$ cat src/rtl/net_input_loader_pkg.sv
// Shared types and sizes for the network input loader.
// Frame size defaults to the network's input layer width.
package net_input_loader_pkg;

  localparam int NET_INPUT_SIZE = 784;
  localparam int BYTE_W         = 8;
  localparam int IDX_W          = 4;

  typedef enum logic [2:0] {
    ST_IDLE,
    ST_CLEAR,
    ST_LOAD,
    ST_DRAIN,
    ST_START,
    ST_WAIT,
    ST_REPORT
  } loader_state_t;

endpackage

$ cat src/rtl/net_input_loader_if.sv
// Pixel stream and classification result handshakes of the network input loader.
// master = stream source / result consumer, slave = the loader.
interface net_input_loader_if;
  import net_input_loader_pkg::*;

  logic              in_valid;
  logic              in_ready;
  logic [BYTE_W-1:0] in_data;
  logic              in_last;
  logic              res_valid;
  logic              res_ready;
  logic [IDX_W-1:0]  res_idx;
  logic              res_err;

  modport master (
    output in_valid, in_data, in_last, res_ready,
    input  in_ready, res_valid, res_idx, res_err
  );

  modport slave (
    input  in_valid, in_data, in_last, res_ready,
    output in_ready, res_valid, res_idx, res_err
  );

endinterface

$ cat src/rtl/net_input_loader_timeout.sv
// Loadable idle down-counter; expired is high while the count sits at zero.
// Only built when NET_LOADER_TIMEOUT_EN is defined.
`ifdef NET_LOADER_TIMEOUT_EN
module loader_timeout #(
  parameter int TIMEOUT_CYCLES = 2**20
) (
  input  logic clk,
  input  logic rst,
  input  logic load,
  input  logic en,
  output logic expired
);

  localparam int TO_W = $clog2(TIMEOUT_CYCLES + 1);

  logic [TO_W-1:0] cnt;

  always_ff @(posedge clk) begin
    if (rst) begin
      cnt <= '0;
    end else if (load) begin
      cnt <= TO_W'(TIMEOUT_CYCLES - 1);
    end else if (en && (cnt != '0)) begin
      cnt <= cnt - 1'b1;
    end
  end

  assign expired = (cnt == '0);

endmodule
`endif

$ cat src/rtl/net_input_loader.sv
// Front-end loader: clears processor data memory, streams one frame into it, starts the
// processor and reports its class index. Optional idle timeout under NET_LOADER_TIMEOUT_EN.
module net_input_loader
  import net_input_loader_pkg::*;
#(
  parameter int NUM_PIXELS = NET_INPUT_SIZE,
  parameter int CNT_W      = $clog2(NUM_PIXELS + 1)
`ifdef NET_LOADER_TIMEOUT_EN
  , parameter int TIMEOUT_CYCLES = 2**20
`endif
) (
  input  logic              clk,
  input  logic              rst,
  net_input_loader_if.slave bus,
  output logic              busy,
  output logic              net_start,
  input  logic              net_done,
  input  logic [IDX_W-1:0]  net_max_idx,
  output logic              ext_mem_rst,
  output logic              ext_mem_we,
  output logic [BYTE_W-1:0] ext_mem_wdata
);

  localparam logic [CNT_W-1:0] LAST_CNT = CNT_W'(NUM_PIXELS - 1);

  loader_state_t    state;
  logic [CNT_W-1:0] pix_cnt;
  logic [IDX_W-1:0] res_idx_q;
  logic             res_err_q;
  logic             wait_armed;
  logic             in_ready;
  logic             hs;
  logic             timeout_hit;

  assign in_ready = (state == ST_LOAD) || (state == ST_DRAIN);
  assign hs       = bus.in_valid && in_ready;

  // Outputs are pure decodes of the state register, except the zero-latency write path.
  assign bus.in_ready  = in_ready;
  assign bus.res_valid = (state == ST_REPORT);
  assign bus.res_idx   = res_idx_q;
  assign bus.res_err   = res_err_q;
  assign busy          = (state != ST_IDLE);
  assign net_start     = (state == ST_START);
  assign ext_mem_rst   = (state == ST_CLEAR);
  assign ext_mem_we    = (state == ST_LOAD) && hs;
  assign ext_mem_wdata = ext_mem_we ? bus.in_data : '0;

`ifdef NET_LOADER_TIMEOUT_EN
  logic to_load;
  logic to_en;

  assign to_load = (state == ST_CLEAR) || (state == ST_START) || hs;
  assign to_en   = (state == ST_LOAD) || (state == ST_DRAIN) || (state == ST_WAIT);

  loader_timeout #(
    .TIMEOUT_CYCLES(TIMEOUT_CYCLES)
  ) u_timeout (
    .clk     (clk),
    .rst     (rst),
    .load    (to_load),
    .en      (to_en),
    .expired (timeout_hit)
  );
`else
  assign timeout_hit = 1'b0;
`endif

  always_ff @(posedge clk) begin
    if (rst) begin
      state      <= ST_IDLE;
      pix_cnt    <= '0;
      res_idx_q  <= '0;
      res_err_q  <= 1'b0;
      wait_armed <= 1'b0;
    end else begin
      case (state)
        ST_IDLE: begin
          if (bus.in_valid) state <= ST_CLEAR;
        end
        ST_CLEAR: begin
          pix_cnt <= '0;
          state   <= ST_LOAD;
        end
        ST_LOAD: begin
          if (hs) begin
            pix_cnt <= pix_cnt + 1'b1;
            if (pix_cnt == LAST_CNT) begin
              if (bus.in_last) begin
                state <= ST_START;
              end else begin
                state     <= ST_DRAIN;
                res_err_q <= 1'b1;
                res_idx_q <= '0;
              end
            end else if (bus.in_last) begin
              state     <= ST_REPORT;
              res_err_q <= 1'b1;
              res_idx_q <= '0;
            end
          end else if (timeout_hit) begin
            state     <= ST_REPORT;
            res_err_q <= 1'b1;
            res_idx_q <= '0;
          end
        end
        // Oversized frame: swallow the tail so the next frame starts aligned.
        ST_DRAIN: begin
          if ((hs && bus.in_last) || (!hs && timeout_hit)) begin
            state     <= ST_REPORT;
            res_err_q <= 1'b1;
            res_idx_q <= '0;
          end
        end
        ST_START: begin
          wait_armed <= 1'b0;
          state      <= ST_WAIT;
        end
        // net_done may still be high from the previous run during the first WAIT cycle.
        ST_WAIT: begin
          if (!wait_armed) begin
            wait_armed <= 1'b1;
          end else if (net_done) begin
            res_idx_q <= net_max_idx;
            res_err_q <= 1'b0;
            state     <= ST_REPORT;
          end else if (timeout_hit) begin
            res_idx_q <= '0;
            res_err_q <= 1'b1;
            state     <= ST_REPORT;
          end
        end
        ST_REPORT: begin
          if (bus.res_ready) begin
            state     <= ST_IDLE;
            res_idx_q <= '0;
            res_err_q <= 1'b0;
          end
        end
        default: state <= ST_IDLE;
      endcase
    end
  end

endmodule

$ cat src/flat_wrapper.sv
// flat-port wrapper written by rule: the top's interface ports become plain ports
module net_input_loader_flat import net_input_loader_pkg::*;
#(
  parameter int NUM_PIXELS = NET_INPUT_SIZE,
  parameter int CNT_W      = $clog2(NUM_PIXELS + 1)

)
  (clk, rst, busy, net_start, net_done, net_max_idx, ext_mem_rst, ext_mem_we, ext_mem_wdata, bus_in_valid, bus_in_data, bus_in_last, bus_res_ready, bus_in_ready, bus_res_valid, bus_res_idx, bus_res_err);
  net_input_loader_if bus_i ();
  input  logic clk;
  input  logic rst;
  output logic busy;
  output logic net_start;
  input  logic net_done;
  input  logic [IDX_W-1:0] net_max_idx;
  output logic ext_mem_rst;
  output logic ext_mem_we;
  output logic [BYTE_W-1:0] ext_mem_wdata;
  input wire logic [$bits(bus_i.in_valid)-1:0] bus_in_valid;
  input wire logic [$bits(bus_i.in_data)-1:0] bus_in_data;
  input wire logic [$bits(bus_i.in_last)-1:0] bus_in_last;
  input wire logic [$bits(bus_i.res_ready)-1:0] bus_res_ready;
  output wire logic [$bits(bus_i.in_ready)-1:0] bus_in_ready;
  output wire logic [$bits(bus_i.res_valid)-1:0] bus_res_valid;
  output wire logic [$bits(bus_i.res_idx)-1:0] bus_res_idx;
  output wire logic [$bits(bus_i.res_err)-1:0] bus_res_err;
  assign bus_i.in_valid = bus_in_valid;
  assign bus_i.in_data = bus_in_data;
  assign bus_i.in_last = bus_in_last;
  assign bus_i.res_ready = bus_res_ready;
  assign bus_in_ready = bus_i.in_ready;
  assign bus_res_valid = bus_i.res_valid;
  assign bus_res_idx = bus_i.res_idx;
  assign bus_res_err = bus_i.res_err;
  net_input_loader #(.NUM_PIXELS(NUM_PIXELS), .CNT_W(CNT_W)) u_core (.clk(clk), .rst(rst), .bus(bus_i), .busy(busy), .net_start(net_start), .net_done(net_done), .net_max_idx(net_max_idx), .ext_mem_rst(ext_mem_rst), .ext_mem_we(ext_mem_we), .ext_mem_wdata(ext_mem_wdata));
endmodule
$ cat config.mk
export PLATFORM = sky130hd
export DESIGN_NAME = net_input_loader_flat
export DESIGN_NICKNAME = d
export VERILOG_FILES = /design/src/rtl/net_input_loader_pkg.sv /design/src/rtl/net_input_loader_if.sv /design/src/rtl/net_input_loader_timeout.sv /design/src/rtl/net_input_loader.sv /design/src/flat_wrapper.sv
export SDC_FILE = /design/constraint.sdc
export NUM_CORES = 1
export LEC_CHECK = 0
export ABC_AREA = 1
export ABC_CLOCK_PERIOD_IN_PS = 1800
export CORE_UTILIZATION = 46
export DETAILED_ROUTE_END_ITERATION = 16
export GPL_TIMING_DRIVEN = 0
export PLACE_DENSITY = 0.78
export SLEW_MARGIN = 10
export SYNTH_ARGS = -nofsm -noshare
export SYNTH_HDL_FRONTEND = slang
export SYNTH_SLANG_ARGS = --single-unit
$ cat constraint.sdc
create_clock -name clk -period 1.8 [get_ports clk]
set_input_delay 0.36 -clock clk [delete_from_list [all_inputs] [get_ports clk]]
set_output_delay 0.36 -clock clk [all_outputs]
set_load 0.005 [all_outputs]
# Word-level counts from Yosys, hierarchy flattened
# Cells that the tools add are included.
[op_classes]
add_sub_neg = 1
eq_ne = 15
mux = 32
n_reduce_logical = 12
[op_table]
columns = ["operator", "count"]
rows = [
  ["$mux W4", 8],
  ["$mux W3", 9],
  ["$pmux W3 S7", 1],
  ["$pmux W10 S2", 1],
  ["$pmux W4 S4", 1],
  ["$add A10 B1 Y10 const B", 1],
  ["$eq A10 B10 Y1 const B", 1],
  ["$mux W10", 1],
  ["$eq A3 B3 Y1 const B", 3],
  ["$mux W1", 8],
  ["$mux W8", 1],
  ["$ne A2 B2 Y1 const B", 4],
  ["$reduce_and A8 Y1", 1],
  ["$reduce_and A7 Y1", 1],
  ["$eq A3 B2 Y1 const B", 2],
  ["$ne A3 B3 Y1 const B", 2],
  ["$ne A2 B1 Y1 const B", 2],
  ["$pmux W1 S4", 1],
  ["$reduce_bool A2 Y1", 2],
  ["$reduce_bool A4 Y1", 1],
  ["$eq A3 B1 Y1 const B", 1],
  ["$logic_and A1 B1 Y1", 3],
  ["$logic_not A3 Y1", 1],
  ["$reduce_bool A3 Y1", 1],
  ["3 further kinds", 3],
]
[totals]
reg_bits = 19
inputBits = 18
output_inout_bits = 19
elab_cells = 65

# Longest topological paths before layout
# Gate-level depths: netlist (run 1).
[logic_depth]
word_depth = 6
mapped_depth = 11
depth_no_buf = 11

# Least setup slack after synthesis (run 1)
# OpenSTA, ideal clock, no wires.
[synth_timing]
path_kind = "flip-flop to flip-flop"
from = "register u_core.pix_cnt[0]"
to = "register u_core.res_err_q, in the netlist u_core.bus.res_err"
setup_ns = 0.113
t_arrival_ns = 1.369
required_ns = 1.687
path_slack_ns = 0.318
path_stages_with_launch = 9
n_path_buf = 0
synth_period_minus_slack_ns = 1.482
path_cell_list = "dfxtp_1 > ha_1 > nand3_2 > inv_1 > nand3_1 > a21oi_4 > nand3_4 > nor2_1 > nor2_1"
[synth_between]
elab_chain_len = 4
elab_cells_between_ends = 7
classes_between = "eq/ne (3); mux (3); reduce/logical (1)"
[synth_rtl]
columns = ["element", "line_no", "source"]
rows = [
  ["start, declared", "net_input_loader.sv:27", "logic [CNT_W-1:0] pix_cnt;"],
  ["start signal, assigned", "net_input_loader.sv:87", "pix_cnt <= pix_cnt + 1'b1;"],
  ["$eq A10 B10 Y1 (*)", "net_input_loader.sv:88", "if (pix_cnt == LAST_CNT) begin"],
  ["$mux W1", "net_input_loader.sv:88", ""],
  ["$mux W1", "net_input_loader.sv:86", "if (hs) begin"],
  ["$pmux W1 S4", "net_input_loader.sv:77", "case (state)"],
  ["end signal, assigned", "net_input_loader.sv:74", "res_err_q <= 1'b0;"],
  ["end signal, assigned", "net_input_loader.sv:93", "res_err_q <= 1'b1;"],
  ["end signal, assigned", "net_input_loader.sv:98", "res_err_q <= 1'b1;"],
  ["end, declared", "net_input_loader.sv:29", "logic res_err_q;"],
]
# Mark *: on every way between the ends. The rest lies on a longest branch, timed or not. The select of a mux whose other input is x is not followed.
# A chain may end at the register's enable or synchronous reset.

# Final worst setup path (run 1)
[layout_timing]
from = "register u_core.state[1]"
to = "output ext_mem_wdata[3]"
[layout_between]
elab_chain_len = 5
elab_cells_between_ends = 6
classes_between = "eq/ne (2); mux (1); reduce/logical (3)"
[layout_rtl]
columns = ["element", "line_no", "source"]
rows = [
  ["start, declared", "net_input_loader.sv:26", "loader_state_t state;"],
  ["start signal, assigned", "net_input_loader.sv:71", "state <= ST_IDLE;"],
  ["start signal, assigned", "net_input_loader.sv:79", "if (bus.in_valid) state <= ST_CLEAR;"],
  ["start signal, assigned", "net_input_loader.sv:83", "state <= ST_LOAD;"],
  ["$eq A3 B2 Y1 (on tied branches)", "net_input_loader.sv:35, net_input_loader.sv:46", ""],
  ["$logic_or A1 B1 Y1", "net_input_loader.sv:35", "assign in_ready = (state == ST_LOAD) || (state == ST_DRAIN);"],
  ["$logic_and A1 B1 Y1", "net_input_loader.sv:36", "assign hs = bus.in_valid && in_ready;"],
  ["$logic_and A1 B1 Y1 (*)", "net_input_loader.sv:46", "assign ext_mem_we = (state == ST_LOAD) && hs;"],
  ["$mux W8 (*)", "net_input_loader.sv:47", "assign ext_mem_wdata = ext_mem_we ? bus.in_data : '0;"],
  ["end, declared", "flat_wrapper.sv:18", "output logic [BYTE_W-1:0] ext_mem_wdata;"],
]
# Mark *: on every way between the ends. The rest lies on a longest branch, timed or not.

==> key figures, run 1 <==
Die
  • Die area: approximately 2900 um2
  • Initial core utilization: 0.492
  • I/O pin count: 37
  • Chip height: between 50 and 60 um
  • Core area: 2500 um2
  • Horiz. Die Dim: ~54 um
  • Row count: 18

Critical path
  • Worst Setup SP: u_core.state[1]
  • Crit path arrival time: around 1.4 ns
  • CP required: between 1 and 1.5 ns
  • CP endpoint kind: primary output
  • Slowest-stage cell, CP: dfxtp_4
  • Worst-path maximum fanout: 7
  • Critical path class: reg -> out
  • R2R Path Start: u_core.pix_cnt[0]
  • Critical Path Source Type: flop
  • CP peak stage delay: about 0.41 ns
  • Critical Path, Cell by Cell: buf_6, nand2_4, nor2_4, nand2_4, buf_6, nor2_1, buf_2

Place
  • Placement Cell Area: ~1600 um2
  • Pre-CTS setup slack: -0.337 ns
  • Placed wire-length estimate: ~2.2 mm
  • Number of cells after detailed placement: between 200 and 300
  • Gpl congestion: around 0.84
  • Port Buf Inserts: 36

Drt
  • Final wirelength: ~3.2 mm
  • WL per Instance: 11.2 um
  • Initial DRC Count: 34
  • Post-route ant nets: 0
  • Detailed-route via count: 1,399
  • Via-per-instance ratio: roughly 5
  • Drt first pass iters: 4
  • Post-route DRC: 0

Synthesis
  • Post-synth EDFFs: 0
  • Seq cells post-synth: 19
  • Syn Nets: about 220
  • Most numerous cell in the Yosys netlist: nand2_1
  • Post-Syn Area: about 1200 um2
  • Area contributors post-synth: dfxtp_1 (31%), nand2_1 (16%), inv_1 (10%)
  • Yosys top cell area share: 0.309
  • Synth Warn #: 0
  • Synth Area per Inst: about 6.1 um2
  • Synth Instances: 202
  • Sequential share of the synthesized area: 0.309
  • Post-synth top area cell: dfxtp_1
  • Synth cell count leaders: nand2_1 (52), inv_1 (34), nor2_1 (34)
  • Count of unique library cells instantiated by Yosys: 22
  • Async SR Flop Fraction: 0
  • Most used DFF post-synth: dfxtp_1

STA
  • RSZ-0062 raised after global routing: yes
  • Setup TNS Final: 0 ns
  • Worst-margin pin slew: between 0.2 and 0.3 ns
  • Fin. max-slew vios: 0
  • Fmax: roughly 560 MHz
  • Final setup viols: 0
  • Crit share post-route: 0.985
  • Setup slack after layout: between 0.02 and 0.03 ns
  • Min Tclk post-route: between 1.5 and 2 ns
  • Final Skew: 0.000892 ns
  • Slew headroom: 0.803
  • Fin. Hold Viols: 0

Final layout
  • P&R area growth vs syn: 47.8%
  • Fin cells: 285
  • Final Instance Area: about 1800 um2
  • Fin nets: roughly 280
  • Share of layout cells above drive strength 1: 0.251
  • Diodes inserted: 0

Power and ir drop
  • Switch share: 0.443
  • Max VDD drop: around 0.0011 V
  • P_leak: slightly above 0.9 nW
  • Clock share of power: 0.101
  • Gate power share: 0.623
  • Flop pwr share: 0.277
  • Psw: ~1 mW
  • Int Pwr: 1.29 mW
  • Power per cell area: roughly 1300 nW/um2

Clocking
  • CTS Buf Count: 3
  • Clock-pin slew on the worst setup and hold paths: 0.12 ns
  • Sink Count: 19
  • CTS tree: yes
  • Clock latency at the later pin of the worst-skew pair: ~0.31 ns
  • Hold bufs inserted after CTS: 0
  • Root Driver: clkbuf_4
  • Clock Path Buffers: 2
  • CTS H-tree lvls: 1

Global route
  • First-pass GRT wire length: ~5.0 mm
  • Total gr overflow: 0
  • Initial antenna violation count: 0
  • Largest net degree at the start of global routing: 13
  • Vias in the first global route: 1,191
  • GRT Util Overall: 0.239

Hold path
  • Hold crit path type: reg -> reg
  • Start point of the worst hold path: u_core.pix_cnt[9]

Job
  • Max_cap viols: 0

Run status
  • Status: complete, no violations
[path summary, 6_finish.rpt]
kind         cells after the start  slack (ns)                  to
max reg2reg                      9        0.18  u_core.bus.res_err
max                              7        0.03    ext_mem_wdata[3]
min                              2        0.47   u_core.pix_cnt[9]
min reg2reg                      2        0.47   u_core.pix_cnt[9]
[registers in the layout (all words and copies together), names as in the netlist]
| signal | cells |
|---|---|
| u_core.pix_cnt | 10 |
| u_core.state | 3 |
| u_core.bus.res_err | 1 |
| u_core.bus.res_idx | 4 |
| u_core.wait_armed | 1 |
[repair_timing]
item                       4_1_cts  5_1_grt
gates cloned                     0        0
setup buffers                   10        3
setup endpoints to repair       14       19
pin swaps                        3        5
gates resized for setup         41       27
[routing by layer]
metal  vias to the layer above  track usage  routed length, um
met5                         -            0                  0
met4                         0       0.0614                 31
met3                         4       0.0508                106
met2                        31        0.401               1570
met1                       626        0.306               1500
li1                        738            -                  -
[cell type report]
class                      count  area [um2]
sequential                    19         394
fill                         217         682
clock inverter                 1        7.51
multi-input combinational    144         783
timing repair buffer          49         424
inverter                      39         149
tap                           30        37.5
clock buffer                   3        22.5
[critical path, delay by kind of cell, from the launching register on]
kind,cells,cell delay [ns]
flip-flops,1,0.41
AND/OR/NAND/NOR,4,0.33
buffers and inverters,3,0.37
[placed cells by master, fill, tap and decap left out]
| cell type | n |
|---|---|
| nand2_1 | 48 |
| inv_1 | 34 |
| nor2_1 | 28 |
| clkdlybuf4s50_1 | 21 |
| dfxtp_1 | 14 |
| a21oi_1 | 11 |
| buf_4 | 11 |
| nand4_1 | 8 |
| nor2_4 | 7 |
| nor2_2 | 7 |
| o21ai_0 | 7 |
| nand3_1 | 7 |
| clkbuf_2 | 6 |
| nand2_4 | 5 |
| nand2_2 | 4 |
| nor3_1 | 4 |
| inv_2 | 3 |
| clkbuf_4 | 3 |
| dlygate4sd2_1 | 3 |
| dlymetal6s2s_1 | 3 |
| buf_2 | 3 |
| dfxtp_4 | 3 |
| nand3_4 | 2 |
| buf_6 | 2 |
| dfxtp_2 | 2 |
| inv_4 | 1 |
| nand3_2 | 1 |
| a21oi_4 | 1 |
| clkinv_1 | 1 |
| a22oi_1 | 1 |
| nor4_1 | 1 |
| a31o_2 | 1 |
| ha_2 | 1 |
| clkinvlp_4 | 1 |
[through the flow]
step	util	power [mW]	hold slack [ns]
3_3_place_gp	0.651	1.76	0.454
4_1_cts	0.707	2.20	0.482
5_1_grt	0.727	2.51	0.502
3_5_place_dp	0.651	1.77	0.461
6_report	0.727	2.31	0.474
2_1_floorplan	-	1.33	0.429
[power by group through the flow]
stage / registers, mW / logic (mW) / clock network (mW)
6_report: 0.639 / 1.44 / 0.232
3_3_place_gp: 0.628 / 1.13 / 0
2_1_floorplan: 0.620 / 0.711 / 0
3_5_place_dp: 0.630 / 1.14 / 0
4_1_cts: 0.628 / 1.33 / 0.242
5_1_grt: 0.652 / 1.61 / 0.256
[kinds of logic after synthesis]
| logic type | share of synthesized area |
|---|---|
| adder cells (fa/ha/maj) | 0.0102 |
| flip-flops | 0.309 |
| AO/OA/AOI/OAI | 0.0997 |
| buffers and inverters | 0.119 |
| AND/OR/NAND/NOR | 0.462 |
No activity file was read; power rests on OpenSTA's default activity.
==> inputs of run 2 (changes only) <==
Settings changed: CORE_ASPECT_RATIO set to 0.5.
==> run 2 against run 1 <==
Effect of this change:
- via count up 9.5%
- register-to-register slack worse by 0.11 ns
- the flow now finishes with violations (negative setup slack)
- cell count up 4.2%
- clock-buffer cell count unchanged
- critical endpoint is now bus_res_valid
==> key figures, run 2 (same netlist as run 1, synthesis figures left out) <==
STA
  • Slew headroom: 0.786
  • Setup slack after layout: -0.0151 ns
  • Worst-margin pin slew: roughly 0.32 ns
  • Final Skew: 0.00476 ns
  • Fin. max-slew vios: 0
  • Crit share post-route: 1.01
  • Fin. Hold Viols: 0
  • Min Tclk post-route: roughly 1.8 ns
  • Final setup viols: 1
  • Fmax: 551 MHz
  • Worst hold slack: slightly below 0.5 ns

Final layout
  • Fin nets: between 200 and 300
  • P&R area growth vs syn: 54.3%
  • Commonest non-fill, non-tap cell in the layout: nand2_1
  • Share of layout cells above drive strength 1: 0.240
  • Most frequent cells in the layout: nand2_1 (48), inv_1 (34), nor2_1 (30)
  • Diodes inserted: 0
  • Fin cells: between 200 and 300
  • Top reg by flops: u_core.pix_cnt
  • Largest register FFs: 10

Clocking
  • CTS tree: yes
  • Root Driver: clkbuf_8
  • Sink Count: 19
  • Clock Path Buffers: 2
  • CTS H-tree lvls: 1
  • Hold bufs inserted after CTS: 0
  • Clock latency at the later pin of the worst-skew pair: approximately 0.27 ns
  • CTS Buf Count: 3
  • Clock-pin slew on the worst setup and hold paths: 0.08 ns

Hold path
  • Start point of the worst hold path: u_core.pix_cnt[9]
  • Min-Delay Endpoint: u_core.pix_cnt[9]
  • Hold crit path type: reg -> reg
  • Hold Path Depth: 2

Critical path
  • Critical path class: reg -> out
  • R2R Path Start: u_core.pix_cnt[0]
  • Worst-path maximum fanout: 5
  • Worst r2r dst: u_core.state[2]
  • Crit path arrival time: roughly 1.5 ns
  • CP endpoint kind: primary output
  • Critical Path Source Type: flop
  • Worst R2R Setup Slack: approximately 0.07 ns
  • CP required: around 1.4 ns
  • Worst R2R Path Depth: 9

Die
  • I/O pin count: 37
  • Initial core utilization: 0.518
  • Chip height: 38.6 um
  • Die area: roughly 2900 um2
  • Horiz. Die Dim: 75.1 um
  • Core area: between 2000 and 2500 um2
  • Row count: 12

Drt
  • WL per Instance: 13.1 um
  • Via-per-instance ratio: 5.16
  • Final wirelength: 3.89 mm
  • Initial DRC Count: 84
  • Detailed-route via count: 1,532
  • Post-route ant nets: 0
  • Drt first pass iters: 4
  • Post-route DRC: 0

Place
  • Gpl congestion: 0.867
  • Number of cells after detailed placement: between 200 and 300
  • Placed wire-length estimate: approximately 2.3 mm
  • Port Buf Inserts: 36

Global route
  • Vias in the first global route: approximately 1,300
  • Largest net degree at the start of global routing: 13
  • Total gr overflow: 0
  • Initial antenna violation count: 0
  • First-pass GRT wire length: 5.49 mm
  • GRT Util Overall: 0.262

Job
  • Max_cap viols: 0

Power and ir drop
  • Int Pwr: 1.42 mW
  • Power per cell area: roughly 1300 nW/um2
  • Switch share: 0.435
  • Max VDD drop: approximately 0.00088 V
  • Total power draw: around 2.5 mW
  • P_leak: 0.981 nW
  • Clock share of power: 0.126
  • Psw: between 1 and 1.5 mW
  • Gate power share: 0.619
  • Flop pwr share: 0.254

Run status
  • Violated checks: negative setup slack
  • Status: finished, violations left
## run 2: cell types whose count changed in the layout (fill, tap and decap cells not counted), sizes merged
cell	delta
buf	+7
clkbuf	-6
clkdlybuf4s50	+1
dlymetal6s2s	+1
dlygate4sd2	+4
## run 2: power groups by stage
stage          sequential, mW  combinational, mW  clock (mW)
2_1_floorplan           0.620              0.711           0
6_report                0.641               1.56       0.318
3_3_place_gp            0.623               1.12           0
4_1_cts                 0.642               1.29       0.318
5_1_grt                 0.648               1.70       0.332
3_5_place_dp            0.629               1.14           0
## run 2: layer usage
metal | GRT usage | vias up | wire (um)
li1 | - | 748 | -
met1 | 0.282 | 694 | 1630
met2 | 0.511 | 65 | 1850
met3 | 0.0737 | 25 | 264
met4 | 0.0755 | 0 | 138
met5 | 0 | - | 0
## run 2: final cells by class
type / count / area [um2]
multi-input combinational: 144 / 761
timing repair buffer: 56 / 497
fill: 176 / 474
sequential: 19 / 394
inverter: 39 / 154
tap: 35 / 43.8
clock buffer: 3 / 41.3
clock inverter: 1 / 7.51
## run 2: worst max-delay path by stage
stage	from	endpoint	slack [ns]	cells after the start
after global placement	bus_in_valid	ext_mem_we	-0.35	4
after CTS	u_core.state[1]	ext_mem_rst	-0.15	5
after global routing	u_core.state[0]	bus_res_valid	-0.06	6
final	u_core.state[0]	bus_res_valid	-0.02	6
after detailed placement	bus_in_valid	ext_mem_we	-0.36	4
after floorplan	u_core.pix_cnt[0]	u_core.bus.res_err	0.32	8
## run 2: stage by stage
stage / area, um2 / util / setup slack [ns] / TNS [ns]
after CTS: 1780 / 0.749 / -0.155 / -0.344
after global placement: 1630 / 0.689 / -0.347 / -2.18
after detailed placement: 1630 / 0.689 / -0.360 / -2.33
final: 1900 / 0.800 / -0.0151 / -0.0151
after global routing: 1900 / 0.800 / -0.0634 / -0.0774
after floorplan: 1230 / - / 0.318 / 0
## run 2: repair_timing
action	4_1_cts	5_1_grt
setup buffers	8	12
gates resized for setup	36	14
setup endpoints to repair	14	18
pin swaps	3	8
## run 2: worst max-delay path, stage by stage (launching register included)
cell and delay, ns:
dfxtp_4 0.36, buf_4 0.16, buf_4 0.14, nor2_4 0.11
nand2_2 0.08, inv_1 0.08, dlygate4sd2_1 0.26
